`config.mk`:
```
export PLATFORM = sky130hd
export DESIGN_NAME = tdec_wrap_rm_flat
export DESIGN_NICKNAME = d
export VERILOG_FILES = /design/src/rtl/tdec_wrap_rm_if.sv /design/src/rtl/tdec_wrap_rm.sv /design/src/flat_wrapper.sv
export SDC_FILE = /design/constraint.sdc
export NUM_CORES = 1
export LEC_CHECK = 0
export CORE_ASPECT_RATIO = 1.25
export CORE_UTILIZATION = 25
export CTS_BUF_LIST = sky130_fd_sc_hd__clkbuf_16
export DETAILED_ROUTE_END_ITERATION = 6
export GPL_ROUTABILITY_DRIVEN = 0
export MAX_ROUTING_LAYER = met4
export PLACE_DENSITY = 0.44
export SKIP_CTS_REPAIR_TIMING = 1
export SYNTH_ARGS = -nofsm -noshare
export SYNTH_HDL_FRONTEND = slang
export SYNTH_SLANG_ARGS = --single-unit
```
`constraint.sdc`:
```
create_clock -name clk -period 14.5 [get_ports clk]
set_input_delay 2.9 -clock clk [delete_from_list [all_inputs] [get_ports clk]]
set_output_delay 2.9 -clock clk [all_outputs]
set_load 0.01 [all_outputs]
```
`src/rtl/tdec_wrap_rm_if.sv`:
```
// tdec_wrap_rm_if -- memory-side bus of the rate-matching packer.
//
// Groups the source RAM read port and the destination RAM write port.
//   master : the packer (drives read requests and write strobes)
//   slave  : the memories (drive read ack and read data)
//
// Signals
//   siram_rd_req      read request, held until acknowledged
//   siram_rd_req_ack  same-cycle ack; data valid the cycle after
//   siram_rd_addr     source word address (11 bits)
//   siram_rd_data     {d3,d2,d1,d0}, d0 in [4:0]
//   dwram_wr_req      one-cycle write strobe
//   dwram_wr_addr     destination word address (16 bits)
//   dwram_wr_data     slot0=[19:15] .. slot3=[4:0]
//   dwram_wr_be       lane enables, be[3]=slot0 .. be[0]=slot3
interface tdec_wrap_rm_if;
  logic        siram_rd_req;
  logic        siram_rd_req_ack;
  logic [10:0] siram_rd_addr;
  logic [19:0] siram_rd_data;
  logic        dwram_wr_req;
  logic [15:0] dwram_wr_addr;
  logic [19:0] dwram_wr_data;
  logic [3:0]  dwram_wr_be;

  modport master (
    output siram_rd_req,
    output siram_rd_addr,
    input  siram_rd_req_ack,
    input  siram_rd_data,
    output dwram_wr_req,
    output dwram_wr_addr,
    output dwram_wr_data,
    output dwram_wr_be
  );

  modport slave (
    input  siram_rd_req,
    input  siram_rd_addr,
    output siram_rd_req_ack,
    output siram_rd_data,
    input  dwram_wr_req,
    input  dwram_wr_addr,
    input  dwram_wr_data,
    input  dwram_wr_be
  );
endinterface

```
`src/rtl/tdec_wrap_rm.sv`:
```
// tdec_wrap_rm -- rate-matching packer for the turbo wrapper transmit path.
//
// Reads a code block of 5-bit symbols (four per source word), appends four
// tail symbols, drops punctured positions with the e-algorithm and packs the
// survivors MSB-slot first into the destination RAM starting at an arbitrary
// symbol offset. Partial trailing words are written with their lane enables
// and the next block continues in the same word.
//
// Ports
//   clk, rst            clock, asynchronous active-high reset
//   init                sync clear; aborts and loads base_addr into the write pointer
//   start               one-cycle pulse, begins one block (ignored while busy)
//   done                one-cycle pulse after the last write of the block
//   codeblk_size_m1     block length minus 1 (tails excluded)
//   base_addr           destination symbol address, [17:2] word, [1:0] slot
//   rm_repeat           1 = no puncturing
//   rm_ei/rm_em/rm_ep   e-algorithm e_ini, e_minus, e_plus
//   tail_0..tail_3      tail symbols, stable from start to done
//   rm_out_len          symbols emitted in the last block, valid at done
//   bus                 source read / destination write port (master side)
//
// Build option
//   TDEC_RM_CB_REBASE_EN  when defined, every start reloads the write pointer
//                         from base_addr; otherwise only init does, and
//                         consecutive blocks pack contiguously.
module tdec_wrap_rm (
  input  logic                  clk,
  input  logic                  rst,
  input  logic                  init,
  input  logic                  start,
  output logic                  done,
  input  logic [12:0]           codeblk_size_m1,
  input  logic [17:0]           base_addr,
  input  logic                  rm_repeat,
  input  logic [16:0]           rm_ei,
  input  logic [16:0]           rm_em,
  input  logic [16:0]           rm_ep,
  input  logic [4:0]            tail_0,
  input  logic [4:0]            tail_1,
  input  logic [4:0]            tail_2,
  input  logic [4:0]            tail_3,
  output logic [13:0]           rm_out_len,
  tdec_wrap_rm_if.master        bus
);

  typedef enum logic [2:0] {
    S_IDLE,
    S_FETCH,
    S_WAIT,
    S_PROC,
    S_FLUSH
  } state_t;

  state_t      state_q, state_d;
  logic [13:0] cnt_q, cnt_d;
  logic [17:0] e_q, e_d;
  logic        rd_req_q, rd_req_d;
  logic [10:0] rd_addr_q, rd_addr_d;
  logic [19:0] cache_q, cache_d;
  logic [15:0] wword_q, wword_d;
  logic [1:0]  ptr_q, ptr_d;
  logic [19:0] acc_q, acc_d;
  logic [3:0]  be_acc_q, be_acc_d;
  logic        wr_req_q, wr_req_d;
  logic [15:0] wr_addr_q, wr_addr_d;
  logic [19:0] wr_data_q, wr_data_d;
  logic [3:0]  wr_be_q, wr_be_d;
  logic        done_q, done_d;
  logic [13:0] out_len_q, out_len_d;

  logic [13:0] last_data;
  logic        is_tail;
  logic        last_sym;
  logic [1:0]  tail_idx;
  logic [4:0]  cache_sym;
  logic [4:0]  tail_sym;
  logic [4:0]  sym;
  logic        punc;
  logic [19:0] acc_new;
  logic [3:0]  be_new;

  // Symbol selection for the current count
  always_comb begin
    last_data = {1'b0, codeblk_size_m1};
    is_tail   = cnt_q > last_data;
    last_sym  = cnt_q == (last_data + 14'd4);
    // (cnt - size_m1 - 1) mod 4 only needs the low bits
    tail_idx  = cnt_q[1:0] - codeblk_size_m1[1:0] - 2'd1;

    cache_sym = '0;
    case (cnt_q[1:0])
      2'd0:    cache_sym = cache_q[4:0];
      2'd1:    cache_sym = cache_q[9:5];
      2'd2:    cache_sym = cache_q[14:10];
      default: cache_sym = cache_q[19:15];
    endcase

    tail_sym = '0;
    case (tail_idx)
      2'd0:    tail_sym = tail_0;
      2'd1:    tail_sym = tail_1;
      2'd2:    tail_sym = tail_2;
      default: tail_sym = tail_3;
    endcase

    sym  = is_tail ? tail_sym : cache_sym;
    punc = ~rm_repeat & e_q[17];

    acc_new = acc_q;
    case (ptr_q)
      2'd0:    acc_new[19:15] = sym;
      2'd1:    acc_new[14:10] = sym;
      2'd2:    acc_new[9:5]   = sym;
      default: acc_new[4:0]   = sym;
    endcase
    be_new = be_acc_q | (4'b1000 >> ptr_q);
  end

  // Next-state logic
  always_comb begin
    state_d   = state_q;
    cnt_d     = cnt_q;
    e_d       = e_q;
    rd_req_d  = rd_req_q;
    rd_addr_d = rd_addr_q;
    cache_d   = cache_q;
    wword_d   = wword_q;
    ptr_d     = ptr_q;
    acc_d     = acc_q;
    be_acc_d  = be_acc_q;
    out_len_d = out_len_q;
    wr_req_d  = 1'b0;
    wr_addr_d = '0;
    wr_data_d = '0;
    wr_be_d   = '0;
    done_d    = 1'b0;

    case (state_q)
      S_IDLE: begin
        if (start) begin
          cnt_d     = '0;
          e_d       = {1'b0, rm_ei} - {1'b0, rm_em};
          rd_addr_d = '0;
          out_len_d = '0;
          rd_req_d  = 1'b1;
          state_d   = S_FETCH;
`ifdef TDEC_RM_CB_REBASE_EN
          wword_d   = base_addr[17:2];
          ptr_d     = base_addr[1:0];
          acc_d     = '0;
          be_acc_d  = '0;
`endif
        end
      end

      S_FETCH: begin
        if (bus.siram_rd_req_ack) begin
          rd_req_d  = 1'b0;
          rd_addr_d = rd_addr_q + 11'd1;
          state_d   = S_WAIT;
        end
      end

      S_WAIT: begin
        cache_d = bus.siram_rd_data;
        state_d = S_PROC;
      end

      S_PROC: begin
        if (!rm_repeat) begin
          e_d = punc ? (e_q + {1'b0, rm_ep} - {1'b0, rm_em})
                     : (e_q - {1'b0, rm_em});
        end
        if (!punc) begin
          out_len_d = out_len_q + 14'd1;
          ptr_d     = ptr_q + 2'd1;
          if (ptr_q == 2'd3) begin
            wr_req_d  = 1'b1;
            wr_addr_d = wword_q;
            wr_data_d = acc_new;
            wr_be_d   = be_new;
            wword_d   = wword_q + 16'd1;
            acc_d     = '0;
            be_acc_d  = '0;
          end else begin
            acc_d     = acc_new;
            be_acc_d  = be_new;
          end
        end
        cnt_d = cnt_q + 14'd1;
        if (last_sym) begin
          state_d = S_FLUSH;
        end else if ((cnt_q[1:0] == 2'd3) && (cnt_q < last_data)) begin
          rd_req_d = 1'b1;
          state_d  = S_FETCH;
        end
      end

      S_FLUSH: begin
        // Pending lanes, not ptr, decide the flush: ptr may be non-zero
        // from an earlier block while nothing new was packed in this one.
        // A flush write holds FLUSH one more cycle so done follows it.
        if (be_acc_q != 4'd0) begin
          wr_req_d  = 1'b1;
          wr_addr_d = wword_q;
          wr_data_d = acc_q;
          wr_be_d   = be_acc_q;
          acc_d     = '0;
          be_acc_d  = '0;
        end else begin
          done_d  = 1'b1;
          state_d = S_IDLE;
        end
      end

      default: state_d = S_IDLE;
    endcase

    if (init) begin
      state_d   = S_IDLE;
      rd_req_d  = 1'b0;
      rd_addr_d = '0;
      out_len_d = '0;
      wr_req_d  = 1'b0;
      wr_addr_d = '0;
      wr_data_d = '0;
      wr_be_d   = '0;
      done_d    = 1'b0;
      wword_d   = base_addr[17:2];
      ptr_d     = base_addr[1:0];
      acc_d     = '0;
      be_acc_d  = '0;
    end
  end

  always_ff @(posedge clk or posedge rst) begin
    if (rst) begin
      state_q   <= S_IDLE;
      cnt_q     <= '0;
      e_q       <= '0;
      rd_req_q  <= 1'b0;
      rd_addr_q <= '0;
      cache_q   <= '0;
      wword_q   <= '0;
      ptr_q     <= '0;
      acc_q     <= '0;
      be_acc_q  <= '0;
      wr_req_q  <= 1'b0;
      wr_addr_q <= '0;
      wr_data_q <= '0;
      wr_be_q   <= '0;
      done_q    <= 1'b0;
      out_len_q <= '0;
    end else begin
      state_q   <= state_d;
      cnt_q     <= cnt_d;
      e_q       <= e_d;
      rd_req_q  <= rd_req_d;
      rd_addr_q <= rd_addr_d;
      cache_q   <= cache_d;
      wword_q   <= wword_d;
      ptr_q     <= ptr_d;
      acc_q     <= acc_d;
      be_acc_q  <= be_acc_d;
      wr_req_q  <= wr_req_d;
      wr_addr_q <= wr_addr_d;
      wr_data_q <= wr_data_d;
      wr_be_q   <= wr_be_d;
      done_q    <= done_d;
      out_len_q <= out_len_d;
    end
  end

  assign done              = done_q;
  assign rm_out_len        = out_len_q;
  assign bus.siram_rd_req  = rd_req_q;
  assign bus.siram_rd_addr = rd_addr_q;
  assign bus.dwram_wr_req  = wr_req_q;
  assign bus.dwram_wr_addr = wr_addr_q;
  assign bus.dwram_wr_data = wr_data_q;
  assign bus.dwram_wr_be   = wr_be_q;

endmodule

```
`src/flat_wrapper.sv`:
```
// flat-port wrapper written by rule: the top's interface ports become plain ports
module tdec_wrap_rm_flat 
  (clk, rst, init, start, done, codeblk_size_m1, base_addr, rm_repeat, rm_ei, rm_em, rm_ep, tail_0, tail_1, tail_2, tail_3, rm_out_len, bus_siram_rd_req, bus_siram_rd_addr, bus_siram_rd_req_ack, bus_siram_rd_data, bus_dwram_wr_req, bus_dwram_wr_addr, bus_dwram_wr_data, bus_dwram_wr_be);
  tdec_wrap_rm_if bus_i ();
  input  logic clk;
  input  logic rst;
  input  logic init;
  input  logic start;
  output logic done;
  input  logic [12:0] codeblk_size_m1;
  input  logic [17:0] base_addr;
  input  logic rm_repeat;
  input  logic [16:0] rm_ei;
  input  logic [16:0] rm_em;
  input  logic [16:0] rm_ep;
  input  logic [4:0] tail_0;
  input  logic [4:0] tail_1;
  input  logic [4:0] tail_2;
  input  logic [4:0] tail_3;
  output logic [13:0] rm_out_len;
  output wire logic [$bits(bus_i.siram_rd_req)-1:0] bus_siram_rd_req;
  output wire logic [$bits(bus_i.siram_rd_addr)-1:0] bus_siram_rd_addr;
  input wire logic [$bits(bus_i.siram_rd_req_ack)-1:0] bus_siram_rd_req_ack;
  input wire logic [$bits(bus_i.siram_rd_data)-1:0] bus_siram_rd_data;
  output wire logic [$bits(bus_i.dwram_wr_req)-1:0] bus_dwram_wr_req;
  output wire logic [$bits(bus_i.dwram_wr_addr)-1:0] bus_dwram_wr_addr;
  output wire logic [$bits(bus_i.dwram_wr_data)-1:0] bus_dwram_wr_data;
  output wire logic [$bits(bus_i.dwram_wr_be)-1:0] bus_dwram_wr_be;
  assign bus_siram_rd_req = bus_i.siram_rd_req;
  assign bus_siram_rd_addr = bus_i.siram_rd_addr;
  assign bus_i.siram_rd_req_ack = bus_siram_rd_req_ack;
  assign bus_i.siram_rd_data = bus_siram_rd_data;
  assign bus_dwram_wr_req = bus_i.dwram_wr_req;
  assign bus_dwram_wr_addr = bus_i.dwram_wr_addr;
  assign bus_dwram_wr_data = bus_i.dwram_wr_data;
  assign bus_dwram_wr_be = bus_i.dwram_wr_be;
  tdec_wrap_rm u_core (.clk(clk), .rst(rst), .init(init), .start(start), .done(done), .codeblk_size_m1(codeblk_size_m1), .base_addr(base_addr), .rm_repeat(rm_repeat), .rm_ei(rm_ei), .rm_em(rm_em), .rm_ep(rm_ep), .tail_0(tail_0), .tail_1(tail_1), .tail_2(tail_2), .tail_3(tail_3), .rm_out_len(rm_out_len), .bus(bus_i));
endmodule
```
# Word level (Yosys, flattened, before mapping)
# Cells that the tools add are included.
[word_totals] reg_bits=165 input_bits=128 output_inout_bits=68 elab_cells=154
[classes] n_addsub=12 magnitude_cmp=2 eq_ne=24 n_shift=1 mux=73 bitwise_logic=3 n_reduce_logical=23
[op_table] op="$mux W20" n=8
[op_table] op="$mux W16" n=8
[op_table] op="$pmux W20 S2" n=2
[op_table] op="$pmux W14 S2" n=2
[op_table] op="$mux W18" n=3
[op_table] op="$mux W14" n=3
[op_table] op="$pmux W18 S2" n=1
[op_table] op="$sub A18 B17 Y18" n=2
[op_table] op="$mux W11" n=3
[op_table] op="$mux W4" n=8
[op_table] op="$pmux W16 S2" n=1
[op_table] op="$pmux W5 S3" n=2
[op_table] op="$add A14 B1 Y14 const B" n=2
[op_table] op="$mux W5" n=5
[op_table] op="$pmux W11 S2" n=1
[op_table] op="$add A18 B17 Y18" n=1
[op_table] op="$mux W3" n=6
[op_table] op="$sub A17 B17 Y18" n=1
[op_table] op="$add A16 B1 Y16 const B" n=1
[op_table] op="$pmux W4 S2" n=2
[op_table] op="$ne A3 B3 Y1 const B" n=5
[op_table] op="$pmux W3 S5" n=1
[op_table] op="$reduce_and A3 Y1" n=5
[op_table] op="$add A13 B3 Y14 const B" n=1
[op_table] op="other kinds (33)" n=64

# Depth between registers and ports, before layout
[logic_depth] ltp_word=10 mapped_depth=13 ltp_nobuf=13

# Worst setup path after synthesis
# OpenSTA, ideal clock, no wires.
[synth_timing] path_type="input port to flip-flop" start="input port rm_ep[1]" end="register u_core.e_q[16]" setup_time_ns=0.138 t_arrival_ns=5.412 required_ns=14.362 slack_ns=8.950 path_stages=12 path_buffers=0 path_cell_list="inv_1 -> fa_1 -> inv_1 -> fa_1 -> a211oi_1 -> nor2_1 -> o41ai_1 -> o41ai_1 -> a311oi_1 -> xnor2_1 -> a22oi_1 -> o211ai_1"
[synth_via] elab_chain_len=5
[synth_lines] item="from (decl)" line="flat_wrapper.sv:15" text="input logic [16:0] rm_ep;"
[synth_lines] item="$add A18 B17 Y18" line="tdec_wrap_rm.sv:171" text="e_d = punc ? (e_q + {1'b0, rm_ep} - {1'b0, rm_em})"
[synth_lines] item="$sub A18 B17 Y18" line="tdec_wrap_rm.sv:171"
[synth_lines] item="$mux W18" line="tdec_wrap_rm.sv:171"
[synth_lines] item="$mux W18" line="tdec_wrap_rm.sv:170" text="if (!rm_repeat) begin"
[synth_lines] item="$pmux W18 S2" line="tdec_wrap_rm.sv:138" text="case (state_q)"
[synth_lines] item="to (signal assigned)" line="tdec_wrap_rm.sv:240" text="e_q <= '0;"
[synth_lines] item="to (signal assigned)" line="tdec_wrap_rm.sv:257" text="e_q <= e_d;"
[synth_lines] item="to (decl)" line="tdec_wrap_rm.sv:56" text="logic [17:0] e_q, e_d;"
# Every way passes these cells. The select of a mux whose other input is x is not followed.
# A chain may end at the register's enable or synchronous reset.

# Worst setup path in the final report
[layout_timing] start="input port rm_em[1]" end="register u_core.e_q[16]"
[layout_via] elab_chain_len=4 elab_cells_between_ends=7 classes_between="3 x add/sub; 4 x mux"
[layout_lines] item="from (decl)" line="flat_wrapper.sv:14" text="input logic [16:0] rm_em;"
[layout_lines] item="$sub A18 B17 Y18 (on tied branches)" line="tdec_wrap_rm.sv:172, tdec_wrap_rm.sv:171"
[layout_lines] item="$mux W18" line="tdec_wrap_rm.sv:171"
[layout_lines] item="$mux W18" line="tdec_wrap_rm.sv:170"
[layout_lines] item="$pmux W18 S2 *" line="tdec_wrap_rm.sv:138"
# Every way passes the cells marked *; elsewhere a longest branch is shown, timed or not. The select of a mux whose other input is x is not followed.

==> results.json <==
{
  "fin_worst_skew_ns": 0.00924,
  "cts_num_sinks": 165,
  "grt_first_pass_wirelength_um": 51500,
  "setup_viol_count_final": 0,
  "drtAntennaViolNets": 0,
  "dominantRegCellSynth": "sky130_fd_sc_hd__dfrtp_1",
  "cts_buffer_depth": 2,
  "area_share_of_the_largest_cell_type_after_synthesis_pct": 37.8,
  "ir_drop_v": 0.0000587,
  "synth_commonest_cells": "sky130_fd_sc_hd__dfrtp_1 (165), sky130_fd_sc_hd__inv_1 (117), sky130_fd_sc_hd__nand2_1 (101), sky130_fd_sc_hd__o21ai_0 (95), sky130_fd_sc_hd__nor2_1 (92)",
  "clk_latency_ns": 0.45,
  "cts_root_buffer": "sky130_fd_sc_hd__clkbuf_16",
  "vias": 9187,
  "critical_path.max_fanout": 4,
  "leakage_power_total_nw": 6.19,
  "critical_path.top_delay_family": "compound AO/OA/AOI/OAI gates",
  "placementRows": 85,
  "grt_antenna_before_repair": 4,
  "worst_slew_margin_rel_pct": 36.8,
  "worstHoldPathType": "register to register",
  "floorplan.initialDensity_pct": 25.4,
  "whs_endpoint": "u_core.bus.dwram_wr_data[5]",
  "worstHoldPathCells": 1,
  "crit_path_start_kind": "input port",
  "cts_tree": "yes",
  "seq_area_frac_synth_pct": 37.8,
  "port_buffer_count": 195,
  "routed_wirelength_um": 32300,
  "yosysTopAreaCell": "sky130_fd_sc_hd__dfrtp_1",
  "unrepaired_setup_endpoints_after_global_routing": "false",
  "layout-area-overhead-vs-synth_pct": 29.4,
  "critical_path_arrival_ns": 6.59,
  "postLayoutSetupSlackWorst_ns": 8.22,
  "die-width_um": 189,
  "dpl.cell_count": 1929,
  "yosysWarnings": 0,
  "overflow": 0,
  "timing.reg2reg.setup_slack_ns": 10.85,
  "ctsHtreeMaxLevel": 4,
  "rr_startpoint": "u_core.e_q[1]",
  "pwr_density_cell_nw_per_um2": 140,
  "number_of_buffers_added_by_the_clock_tree_synthesis_step": 17,
  "worst_ep_required_time_ns": 14.81,
  "holdCritStartpoint": "u_core.acc_q[5]",
  "place_ws_ns": 7.72,
  "hpwlAfterDp_um": 25200,
  "grtUsageTotal_pct": 15.3,
  "drive_gt1_share_pct": 5.80,
  "post-route-min-period_ns": 6.28,
  "routedWlPerCell_um": 16.5,
  "timing.critical_path.slowest_stage_cell": "sky130_fd_sc_hd__o41ai_1",
  "netlist_instances": 1191,
  "slowest_delay_ns": 0.67,
  "worstMarginPinSlew_ns": 0.949,
  "clkSlewWorstSetupHoldPaths_ns": 0.08,
  "first_iter_violations": 482,
  "maximum_number_of_pins_on_one_net_before_global_route_repair": 95,
  "num-fill-cells": 4468,
  "core_area_um2": 43100,
  "critical_path.n_buffers_inverters": 2,
  "drcViolationCount": 0,
  "synth_async_sr_flop_share_pct": 100,
  "dr_pass1_iterations": 5,
  "status": "finished, final reports clean",
  "postSynthRegisterBits": 165,
  "fin_setup_tns_ns": 0,
  "post_synth_instance_area_um2": 10900,
  "final_max_slew_viol_count": 0,
  "timing.setup.critical_path_class": "input port to register",
  "average_via_count_per_standard_cell": 4.68,
  "rr_worst_depth": 12,
  "critical_path.endpoint_type": "register",
  "max_freq_ghz": 0.159,
  "final-instance-count-excl-fill": 1965,
  "most_frequently_used_cell_type_in_the_post_synthesis_netlist": "sky130_fd_sc_hd__dfrtp_1",
  "distinct_cell_type_count_of_the_synthesized_netlist": 64,
  "io_pins": 196,
  "cp_cell_sequence": "clkdlybuf4s50_1, fa_1, inv_1, fa_1, a211oi_1, nor2_1, o41ai_1, o41ai_1, a311oi_1, xnor2_1, a22oi_1, o211ai_1",
  "count_of_flip_flops_with_a_built_in_enable_after_synthesis": 0,
  "regToRegEndpoint": "u_core.e_q[16]",
  "timing.final.crit_share_pct": 43.3,
  "synth_area_per_cell_um2": 9.18,
  "max-cap-violations": 0,
  "final_nets": 1608,
  "synth.area.top_cells": "sky130_fd_sc_hd__dfrtp_1 (38%), sky130_fd_sc_hd__ha_1 (8.9%), sky130_fd_sc_hd__o21ai_0 (4.3%)",
  "syn_nets": 1416,
  "die-area_um2": 44600,
  "first_global_vias": 9400,
  "hold_violations": 0,
  "overall_die_height_um": 236
}
worst reg2reg max path: cells and delay by family (launching register included):
| kind | cells | cell delay, ns |
|---|---|---|
| AOI/OAI and AO/OA | 6 | 1.86 |
| xor gates and xnor gates | 1 | 0.10 |
| adders and majority gates | 2 | 0.94 |
| buffers and inverters | 2 | 0.15 |
| DFF | 1 | 0.35 |
| and+or+nand+nor | 1 | 0.11 |
area by class of cell:
cell class | count | area (um2) | area share [%]
antenna | 4 | 10.0 | 0.0707
clock buffer | 17 | 425 | 3.01
clock inverter | 15 | 160 | 1.13
inverter | 119 | 452 | 3.19
multi-input combinational | 874 | 6240 | 44.1
sequential | 165 | 4130 | 29.2
tap | 565 | 707 | 5.00
timing repair buffer | 206 | 2030 | 14.3
kinds of logic after synthesis:
| kind of cell | after synthesis | share of synthesized area [%] |
|---|---|---|
| adders and majority gates | 97 | 12.4 |
| AOI/OAI and AO/OA | 290 | 17.5 |
| DFF | 165 | 37.8 |
| buffers and inverters | 152 | 5.25 |
| muxes | 39 | 4.34 |
| and+or+nand+nor | 368 | 16.3 |
| xor gates and xnor gates | 80 | 6.41 |
registers in the layout, summed over array words and instances, names as in the netlist, 2 cells and up:
| signal | cells |
|---|---|
| u_core.wword_q | 16 |
| u_core.be_acc_q | 4 |
| u_core.cache_q | 20 |
| u_core.state_q | 3 |
| u_core.rm_out_len | 14 |
| u_core.bus.dwram_wr_data | 20 |
| u_core.bus.dwram_wr_be | 4 |
| u_core.cnt_q | 14 |
| u_core.e_q | 18 |
| u_core.bus.siram_rd_addr | 11 |
| u_core.acc_q | 20 |
| u_core.bus.dwram_wr_addr | 16 |
| u_core.ptr_q | 2 |
layout by cell type (no fill, tap or decap), types with 21 or more instances in the layout:
cell type,count
sky130_fd_sc_hd__clkdlybuf4s50_1,194
sky130_fd_sc_hd__and2_1,21
sky130_fd_sc_hd__nor2_1,92
sky130_fd_sc_hd__nand2_1,101
sky130_fd_sc_hd__dfrtp_1,165
sky130_fd_sc_hd__a22o_1,41
sky130_fd_sc_hd__a21oi_1,47
sky130_fd_sc_hd__o21ai_0,95
sky130_fd_sc_hd__xnor2_1,46
sky130_fd_sc_hd__xor2_1,34
sky130_fd_sc_hd__nand3_1,38
sky130_fd_sc_hd__ha_1,78
sky130_fd_sc_hd__inv_1,116
metrics by stage:
stage	instance area, um2	power (mW)	util, %	hold WS [ns]
global route	14200	2.16	32.9	0.516
global placement	13600	1.54	31.5	0.483
finish	14200	1.99	32.9	0.501
floorplan	10900	1.28	-	0.466
detailed placement	13600	1.54	31.5	0.482
CTS	14100	2.02	32.8	0.505
report_power, final:
part           internal [mW]  switching, mW
Clock                  0.230          0.230
Sequential             0.536         0.0624
Combinational          0.411          0.517
Total                   1.18          0.810
how the worst max path moves through the flow:
| stage | from | to | slack [ns] | cells after the start |
|---|---|---|---|---|
| 6_report | rm_em[1] | u_core.e_q[16] | 8.22 | 12 |
| 5_1_grt | rm_em[1] | u_core.e_q[16] | 7.94 | 12 |
| 4_1_cts | rm_em[1] | u_core.e_q[16] | 8.19 | 12 |
| 3_5_place_dp | rm_em[1] | u_core.e_q[16] | 7.72 | 12 |
| 3_3_place_gp | rm_em[1] | u_core.e_q[16] | 7.72 | 12 |
| 2_1_floorplan | rst | u_core.acc_q[0] | 7.14 | 1 |
per-layer routing:
metal | routed length, um | vias up | global-route usage, %
li1 | - | 4595 | -
met1 | 13800 | 4357 | 17.9
met4 | 611 | 0 | 4.79
met3 | 1270 | 34 | 2.48
met2 | 16600 | 201 | 26.5
met5 | 0 | - | -
Note: power is estimated with default switching activity, not from simulation.
